$ cat src/rtl/sdram_arb_pkg.sv
// Shared types and default sizes for the SDRAM command-port arbiter.
// The tag records which channel issued each outstanding read.
package sdram_arb_pkg;

    typedef enum logic [1:0] {IDLE, BUSY0, BUSY1} state_e;

    typedef logic tag_t;

    localparam tag_t TAG_CH0 = 1'b0;
    localparam tag_t TAG_CH1 = 1'b1;

    localparam int unsigned DEF_ADDR_WIDTH   = 25;
    localparam int unsigned DEF_DATA_WIDTH   = 16;
    localparam int unsigned DEF_TAG_DEPTH    = 4;
    localparam int unsigned DEF_STARVE_LIMIT = 8;

endpackage

$ cat src/rtl/sdram_tag_fifo.sv
// Small FIFO of read tags, in controller issue order.
// Push and pop in the same cycle are both honoured, including when full.
module sdram_tag_fifo
    import sdram_arb_pkg::*;
#(
    parameter int unsigned DEPTH = DEF_TAG_DEPTH
) (
    input  logic clock,
    input  logic reset,
    input  logic push_i,
    input  tag_t tag_i,
    input  logic pop_i,
    output tag_t head_o,
    output logic full_o,
    output logic empty_o
);

    localparam int unsigned PW = $clog2(DEPTH);

    logic [PW-1:0] wr_ptr_q, rd_ptr_q;
    logic [PW:0]   count_q, count_d;
    tag_t          mem_q [DEPTH];
    logic          do_push, do_pop;

    assign full_o  = (count_q == (PW+1)'(DEPTH));
    assign empty_o = (count_q == '0);
    assign head_o  = mem_q[rd_ptr_q];

    // A pop frees the head slot this cycle, so a push into a full FIFO is safe.
    assign do_pop  = pop_i && !empty_o;
    assign do_push = push_i && (!full_o || do_pop);

    always_comb begin
        count_d = count_q;
        case ({do_push, do_pop})
            2'b10:   count_d = count_q + 1'b1;
            2'b01:   count_d = count_q - 1'b1;
            default: count_d = count_q;
        endcase
    end

    always_ff @(posedge clock or posedge reset) begin
        if (reset) begin
            wr_ptr_q <= '0;
            rd_ptr_q <= '0;
            count_q  <= '0;
        end else begin
            if (do_push) wr_ptr_q <= wr_ptr_q + 1'b1;
            if (do_pop)  rd_ptr_q <= rd_ptr_q + 1'b1;
            count_q <= count_d;
        end
    end

    always_ff @(posedge clock) begin
        if (do_push) mem_q[wr_ptr_q] <= tag_i;
    end

endmodule

$ cat src/rtl/sdram_port_arbiter.sv
// Two-channel arbiter for the SDRAM controller command port: fixed priority to ch0
// with a starvation escape for ch1, and in-order routing of read returns by tag.
module sdram_port_arbiter
    import sdram_arb_pkg::*;
#(
    parameter int unsigned ADDR_WIDTH   = DEF_ADDR_WIDTH,
    parameter int unsigned DATA_WIDTH   = DEF_DATA_WIDTH,
    parameter int unsigned TAG_DEPTH    = DEF_TAG_DEPTH,
    parameter int unsigned STARVE_LIMIT = DEF_STARVE_LIMIT
) (
    input  logic                  clock,
    input  logic                  reset,
    input  logic                  ch0_req,
    input  logic                  ch0_we,
    input  logic [ADDR_WIDTH-1:0] ch0_addr,
    input  logic [DATA_WIDTH-1:0] ch0_wdata,
    output logic                  ch0_ack,
    output logic                  ch0_rvalid,
    output logic [DATA_WIDTH-1:0] ch0_rdata,
    input  logic                  ch1_req,
    input  logic                  ch1_we,
    input  logic [ADDR_WIDTH-1:0] ch1_addr,
    input  logic [DATA_WIDTH-1:0] ch1_wdata,
    output logic                  ch1_ack,
    output logic                  ch1_rvalid,
    output logic [DATA_WIDTH-1:0] ch1_rdata,
    output logic                  mem_req,
    output logic                  mem_we,
    output logic [ADDR_WIDTH-1:0] mem_addr,
    output logic [DATA_WIDTH-1:0] mem_wdata,
    input  logic                  mem_ack,
    input  logic                  mem_rvalid,
    input  logic [DATA_WIDTH-1:0] mem_rdata,
    output logic                  err_orphan
);

    localparam int unsigned SW = $clog2(STARVE_LIMIT + 1);

    state_e                state_q;
    logic                  mem_req_q, mem_we_q, err_orphan_q;
    logic [ADDR_WIDTH-1:0] mem_addr_q;
    logic [DATA_WIDTH-1:0] mem_wdata_q;
    logic [SW-1:0]         starve_q, starve_d;

    logic ok0, ok1, grant0, grant1, starved;
    logic fifo_push, fifo_pop, fifo_full, fifo_empty;
    tag_t fifo_head;

    // Reads need a free tag slot; writes never do.
    assign ok0     = ch0_req && (ch0_we || !fifo_full);
    assign ok1     = ch1_req && (ch1_we || !fifo_full);
    assign starved = (starve_q == SW'(STARVE_LIMIT));
    assign grant1  = (state_q == IDLE) && ok1 && (!ok0 || starved);
    assign grant0  = (state_q == IDLE) && ok0 && !grant1;

    always_comb begin
        starve_d = starve_q;
        if (!ch1_req || grant1)
            starve_d = '0;
        else if (grant0 && !starved)
            starve_d = starve_q + 1'b1;
    end

    assign ch0_ack   = mem_ack && (state_q == BUSY0);
    assign ch1_ack   = mem_ack && (state_q == BUSY1);
    assign fifo_push = (ch0_ack || ch1_ack) && !mem_we_q;
    assign fifo_pop  = mem_rvalid && !fifo_empty;

    assign ch0_rvalid = fifo_pop && (fifo_head == TAG_CH0);
    assign ch1_rvalid = fifo_pop && (fifo_head == TAG_CH1);
    assign ch0_rdata  = ch0_rvalid ? mem_rdata : '0;
    assign ch1_rdata  = ch1_rvalid ? mem_rdata : '0;

    assign mem_req    = mem_req_q;
    assign mem_we     = mem_we_q;
    assign mem_addr   = mem_addr_q;
    assign mem_wdata  = mem_wdata_q;
    assign err_orphan = err_orphan_q;

    sdram_tag_fifo #(.DEPTH(TAG_DEPTH)) u_tag_fifo (
        .clock   (clock),
        .reset   (reset),
        .push_i  (fifo_push),
        .tag_i   ((state_q == BUSY1) ? TAG_CH1 : TAG_CH0),
        .pop_i   (fifo_pop),
        .head_o  (fifo_head),
        .full_o  (fifo_full),
        .empty_o (fifo_empty)
    );

    always_ff @(posedge clock or posedge reset) begin
        if (reset) begin
            state_q      <= IDLE;
            mem_req_q    <= 1'b0;
            mem_we_q     <= 1'b0;
            mem_addr_q   <= '0;
            mem_wdata_q  <= '0;
            starve_q     <= '0;
            err_orphan_q <= 1'b0;
        end else begin
            starve_q <= starve_d;
            if (mem_rvalid && fifo_empty) err_orphan_q <= 1'b1;
            unique case (state_q)
                IDLE: begin
                    if (grant0) begin
                        state_q     <= BUSY0;
                        mem_req_q   <= 1'b1;
                        mem_we_q    <= ch0_we;
                        mem_addr_q  <= ch0_addr;
                        mem_wdata_q <= ch0_wdata;
                    end else if (grant1) begin
                        state_q     <= BUSY1;
                        mem_req_q   <= 1'b1;
                        mem_we_q    <= ch1_we;
                        mem_addr_q  <= ch1_addr;
                        mem_wdata_q <= ch1_wdata;
                    end
                end
                BUSY0, BUSY1: begin
                    if (mem_ack) begin
                        state_q   <= IDLE;
                        mem_req_q <= 1'b0;
                    end
                end
                default: begin
                    state_q   <= IDLE;
                    mem_req_q <= 1'b0;
                end
            endcase
        end
    end

endmodule
$ cat config.mk
export PLATFORM = sky130hd
export DESIGN_NAME = sdram_port_arbiter
export DESIGN_NICKNAME = d
export VERILOG_FILES = /design/src/rtl/sdram_arb_pkg.sv /design/src/rtl/sdram_tag_fifo.sv /design/src/rtl/sdram_port_arbiter.sv
export SDC_FILE = /design/constraint.sdc
export NUM_CORES = 1
export LEC_CHECK = 0
export ABC_AREA = 1
export CAP_MARGIN = 30
export CORE_MARGIN = 2
export CORE_UTILIZATION = 45
export CTS_BUF_LIST = sky130_fd_sc_hd__clkbuf_8
export CTS_CLUSTER_DIAMETER = 50
export DETAILED_ROUTE_END_ITERATION = 8
export PLACE_DENSITY = 0.89
export SLEW_MARGIN = 20
export SYNTH_ARGS = -nofsm -noshare
export SYNTH_HDL_FRONTEND = slang
export SYNTH_SLANG_ARGS = --single-unit
$ cat constraint.sdc
create_clock -name clock -period 3.4 [get_ports clock]
set_input_delay 0.68 -clock clock [delete_from_list [all_inputs] [get_ports clock]]
set_output_delay 0.68 -clock clock [all_outputs]
set_load 0.02 [all_outputs]
==> results.cfg, run 1 <==
[status]
outcome = finished clean

[routing]
drcViolationCount = 0
drt-wirelength-per-cell_um = 14.58
vias = 4004
drt_iter0_markers = 158
avgViaCountPerCell = 5.127
firstDrtPassIters = 4
drt-total-wl_um = 11380
antenna_left = 0

[sta]
whs_ns = 0.4811
setup_violations = 0
fin_skew_ns = 0.01057
min_period_over_period = 0.9249
rsz0062_at_grt = no
timing.final.max_slew_violations = 0
fin_setup_tns_ns = 0
fin_crit_ns = 3.145
max_freq_mhz = 318.0
slew_headroom = 0.4817
hold_viol = 0
worstMarginPinSlew_ns = 0.7774

[worst_setup_path]
critical_path_peak_fanout = 18
path_cells = inv_2, nand2_1, nand2_1, a21oi_4, nand2_2, nor2_1, clkdlybuf4s50_1
required_ns = 2.72
slowest_delay_ns = 0.62
rr_worst_depth = 10
cp_data_arrival_time_ns = 2.46
crit_type = reg2out
path_common_cell = nand2_1
cp_slowest_cell = clkdlybuf4s50_1
start_kind = register
critPathCaptureType = output port

[power]
p_leak_uw = 0.002744
p_per_area_mw_per_mm2 = 832.4
ir_drop_mv = 0.4739

[floorplan]
dieArea_mm2 = 0.008888
io-pin-count = 186
die_w_um = 94.28
start_util = 0.4697
fp.dieH_um = 94.28
core.rowCount = 32
core_area_mm2 = 0.007807

[logic_synthesis]
seq_area_frac_synth = 0.4217
syn_avg_cell_area_um2 = 7.335
synth_top_family_by_area = simple AND/OR/NAND/NOR gates
synth-compound-area-share = 0.08018
synth_area_leader_cell = dfrtp_1
synth_cells = 500
synth_fa_ha_area_frac = 0.03958
synth_area_mm2 = 0.003667
synth_nets = 617
synth.area.mux_share = 0
ys_ff_latch = 61
synth_top_area_frac = 0.3889
synth-xor-area-share = 0.01672
synthSimpleGateAreaFrac = 0.3084
synth_warnings = 0
synthTopCellsByArea = dfrtp_1 (39%), nand3_1 (12%), nand2_1 (11%), inv_1 (8.3%), a21oi_1 (6.6%)
ys_types = 29

[global_routing]
grtUsageTotal = 0.2616
gr-total-overflow = 0
grt_max_degree = 47
grt_pass1_wl_um = 18280
grt_pass1_vias = 4036
antenna_found_initial = 0

[clocking]
cts_tree = yes
cts_buffers = 9
cts_setup_buffers = 0
cts.sinks = 61
hold_buffers = 0
htreeDepth = 3
clk_path_buf_depth = 2
clkLatencyLatePin_ns = 0.33
clk_pin_slew_worst_paths_ns = 0.06
cts_resized = 0
root_buffer = clkbuf_8

[layout]
area_growth_pct = 55.78
multi_input_area_mm2 = 0.001632
final_nets = 792
fillCellCount = 559
finalInstanceArea_mm2 = 0.005713
register_area_mm2 = 0.001546
n_antenna_cell = 0
drive_gt1_frac = 0.05302

[placed_design]
dp_hpwl_um = 8039
gp_congestion = 0.7715
dpl_cell_area_mm2 = 0.005529
io_buffers = 185

[worst_hold_path]
hold_class = reg2reg
holdPathStages = 1

[run]
max_cap_violations = 0
[final cells by class]
class | count | area share
Multi-Input combinational cell | 325 | 0.2856
Timing Repair Buffer | 191 | 0.3320
Tap cell | 102 | 0.02234
Sequential cell | 61 | 0.2707
Clock buffer | 10 | 0.02409
Clock inverter | 5 | 0.008103
Inverter | 87 | 0.05716
[worst paths after layout]
check,from,end,slack (ns)
max,u_tag_fifo.rd_ptr_q[0]$_DFFE_PP0P_,ch0_rdata[9],0.26
min,err_orphan$_DFFE_PP0P_,err_orphan$_DFFE_PP0P_,0.48
max reg2reg,state_q[0]$_DFFE_PP0P_,mem_we$_DFFE_PP0P_,0.83
min reg2reg,err_orphan$_DFFE_PP0P_,err_orphan$_DFFE_PP0P_,0.48
max in group asynchronous,reset,mem_addr[24]$_DFFE_PP0P_,2.29
min in group asynchronous,reset,mem_wdata[3]$_DFFE_PP0P_,0.53
[power by group]
| group | switching, uW | total (uW) | internal [uW] |
|---|---|---|---|
| sequential | 229 | 1310 | 1080 |
| combinational | 1640 | 2820 | 1180 |
| clock | 278 | 624 | 346 |
[registers in the layout, indices dropped and copies added (netlist names)]
register             count
state_q                  2
u_tag_fifo.count_q       3
err_orphan               1
mem_req                  1
u_tag_fifo.mem_q         4
u_tag_fifo.rd_ptr_q      2
u_tag_fifo.wr_ptr_q      2
mem_wdata               16
starve_q                 4
mem_addr                25
mem_we                   1
[cells in the mapped netlist (all sizes together)]
| cell | count |
|---|---|
| a21oi | 49 |
| nand3 | 91 |
| nand3b | 1 |
| buf | 25 |
| fa | 1 |
| a31o | 1 |
| ha | 10 |
| nand2 | 113 |
| edfxtp | 4 |
| o21ai | 5 |
| dfrtp | 57 |
| clkbuf | 2 |
| nor2 | 28 |
| xnor2 | 1 |
| nand4 | 3 |
| xor2 | 6 |
| inv | 87 |
| nor3 | 16 |
[metal layers]
layer | global-route usage | part of all wire
met1 | 0.2982 | 0.39
met2 | 0.4655 | 0.50
met3 | 0.07785 | 0.11
met4 | 0.08816 | 0.010
met5 | 0 | 0
[metrics by stage]
step                      worst slack (ns)  total power, uW  utilization  std cells
after CTS                           0.2352             4773       0.7317        781
after global placement              0.4102             4027       0.7082        766
final                               0.2554             4755       0.7317        781
after detailed placement            0.3238             4124       0.7082        766
after global routing               0.02196             5072       0.7317        781
after floorplan                      1.217             2991            -        500
[worst max-delay path, delay by kind of cell (launching register included)]
family          cells  cell delay (ns)
compound gates      1             0.43
simple gates        4             0.64
flops               1             0.40
buf+inv             2             0.68
[placed cells by master (no fill, tap or decap), types with 4 or more instances in the layout]
cell / synthesis / routed
clkdlybuf4s50_1: 0 / 185
xor2_1: 6 / 6
inv_2: 6 / 7
nor2_1: 27 / 27
nor3_1: 16 / 16
edfxtp_1: 4 / 4
buf_4: 3 / 6
inv_1: 81 / 83
nand2_1: 108 / 108
ha_1: 10 / 10
dfrtp_1: 57 / 57
a21oi_1: 48 / 48
clkbuf_8: 0 / 10
nand3_1: 89 / 89
[cell families (layout without fill, tap and decap cells)]
kind of cell               count (synthesis)  after routing
DFF                                       61             61
buffers and inverters                    114            293
adders and majority gates                 11             11
xor gates and xnor gates                   7              7
AOI/OAI and AO/OA                         55             55
and+or+nand+nor                          252            252
No activity file was read; power rests on OpenSTA's default activity.
==> inputs of run 2 (changes only) <==
--- a/config.mk
+++ b/config.mk
@@ -9,7 +9,7 @@
 export CAP_MARGIN = 30
 export CORE_MARGIN = 2
 export CORE_UTILIZATION = 45
-export CTS_BUF_LIST = sky130_fd_sc_hd__clkbuf_8
+export CTS_BUF_LIST = sky130_fd_sc_hd__clkbuf_2
 export CTS_CLUSTER_DIAMETER = 50
 export DETAILED_ROUTE_END_ITERATION = 8
 export PLACE_DENSITY = 0.89
==> constraint.sdc (replaced) <==
create_clock -name clock -period 3.4 [get_ports clock]
set_input_delay 0.68 -clock clock [delete_from_list [all_inputs] [get_ports clock]]
set_output_delay 0.68 -clock clock [all_outputs]
set_load 0.1 [all_outputs]
==> run 2 against run 1 <==
Critical path depth stayed put; hold slack gained 0.032 ns; worst setup slack improved by 0.045 ns; flip-flop and latch count did not move; count of clock-buffer cells in the layout grew 1; final cell count did not move; fmax grew 1.5%; via count rose by 3.3%; utilization up 2.9 points; die area did not move; register-to-register slack better by 0.02 ns; non-clock buffer count fell by 1; critical endpoint is now ch0_rdata[7]; highest routed layer unchanged.
==> results.cfg, run 2 (same netlist as run 1, synthesis figures left out) <==
[global_routing]
grt_pass1_vias = 4046
grtUsageTotal = 0.2655
grt_max_degree = 58
grt_pass1_wl_um = 18660
gr-total-overflow = 0
antenna_found_initial = 0

[clocking]
clk_pin_slew_worst_paths_ns = 0.17
hold_buffers = 0
cts_buffers = 9
htreeDepth = 3
clkLatencyLatePin_ns = 0.48
clk_path_buf_depth = 2
cts_setup_buffers = 0
root_buffer = clkbuf_2
cts.sinks = 61
cts_tree = yes
cts_resized = 0

[sta]
min_period_over_period = 0.9116
slew_headroom = 0.3474
fin_skew_ns = 0.01844
hold_viol = 0
worstMarginPinSlew_ns = 0.9759
fin_crit_ns = 3.100
setup_violations = 0
max_freq_mhz = 322.6
rsz0062_at_grt = no
timing.final.max_slew_violations = 0
fin_setup_tns_ns = 0

[layout]
largest_register_ffs = 25
final_nets = 791
layout_common_cells = clkdlybuf4s50_1 (130), nand2_1 (108), nand3_1 (89), inv_1 (80), dfrtp_1 (57)
area_growth_pct = 61.96
final_common_cell = clkdlybuf4s50_1
n_antenna_cell = 0
drive_gt1_frac = 0.1384

[worst_setup_path]
r2r-start = state_q[0]$_DFFE_PP0P_
path_delay_family = simple AND/OR/NAND/NOR gates
path_cells = inv_2, nand2_1, nand2_1, a21oi_4, nand2_2, nor2_1, buf_12
timing.reg2reg.setup_slack_ns = 0.85
critPathCaptureType = output port
start_kind = register
crit_type = reg2out
required_ns = 2.72
path_common_cell = nand2_1
r2r-end = mem_addr[0]$_DFFE_PP0P_
critPathBufInv = 2
cp_slowest_cell = dfrtp_1
critical_path_peak_fanout = 18
slowest_delay_ns = 0.45
rr_worst_depth = 10
cp_data_arrival_time_ns = 2.42

[run]
max_cap_violations = 0

[floorplan]
core.rowCount = 32
die_w_um = 94.28
dieArea_mm2 = 0.008888
start_util = 0.4697
core_area_mm2 = 0.007807
io-pin-count = 186
fp.dieH_um = 94.28

[routing]
vias = 4137
drt-wirelength-per-cell_um = 14.98
avgViaCountPerCell = 5.297
antenna_left = 0
firstDrtPassIters = 4
drt-total-wl_um = 11700
drt_iter0_markers = 250
drcViolationCount = 0

[placed_design]
dp_hpwl_um = 8371
gp_congestion = 0.8457
io_buffers = 185

[worst_hold_path]
hold_class = reg2reg
holdPathStages = 1
holdPathEnd = err_orphan$_DFFE_PP0P_
worstHoldStart = err_orphan$_DFFE_PP0P_

[status]
outcome = finished clean
## run 2: layout make-up
cell class / count / area [um^2]
Inverter: 87 / 326.6
Fill cell: 537 / 1868
Tap cell: 102 / 127.6
Clock buffer: 11 / 55.05
Sequential cell: 61 / 1546
Timing Repair Buffer: 190 / 2177
Clock inverter: 5 / 75.07
Multi-Input combinational cell: 325 / 1632
## run 2: worst max path at each step
stage                     cells past startpoint                               start                       end  slack, ns
final                                         7  u_tag_fifo.rd_ptr_q[0]$_DFFE_PP0P_              ch0_rdata[7]       0.30
after global routing                          7  u_tag_fifo.rd_ptr_q[0]$_DFFE_PP0P_              ch0_rdata[7]       0.07
after CTS                                     7  u_tag_fifo.rd_ptr_q[0]$_DFFE_PP0P_              ch0_rdata[7]       0.24
after detailed placement                      9                             ch1_req  mem_wdata[5]$_DFFE_PP0P_       0.39
after global placement                        9                             ch1_req  mem_addr[21]$_DFFE_PP0P_       0.49
after floorplan                               3                          mem_rvalid             ch1_rdata[10]      -0.37
## run 2: layer usage
metal / GRT usage / vias up / wire [um]
li1: - / 1928 / -
met1: 0.3187 / 1919 / 4366
met2: 0.4482 / 271 / 5729
met3: 0.07945 / 19 / 1375
met4: 0.1002 / 0 / 231
met5: 0 / - / 0
## run 2: stage by stage
step	std cells	hold slack [ns]	setup slack [ns]	instance area (um^2)	utilization
after floorplan	500	0.4746	-0.3705	3667	-
after global placement	765	0.4546	0.4896	5809	0.7441
after detailed placement	765	0.4771	0.3864	5809	0.7441
after CTS	781	0.5121	0.2441	5939	0.7607
after global routing	781	0.5205	0.07393	5939	0.7607
final	781	0.5132	0.3005	5939	0.7607
Power of run 2 is left out: the tool's default activity adds up to more than one toggle a clock period on the data nets, which glitch-free logic cannot reach.
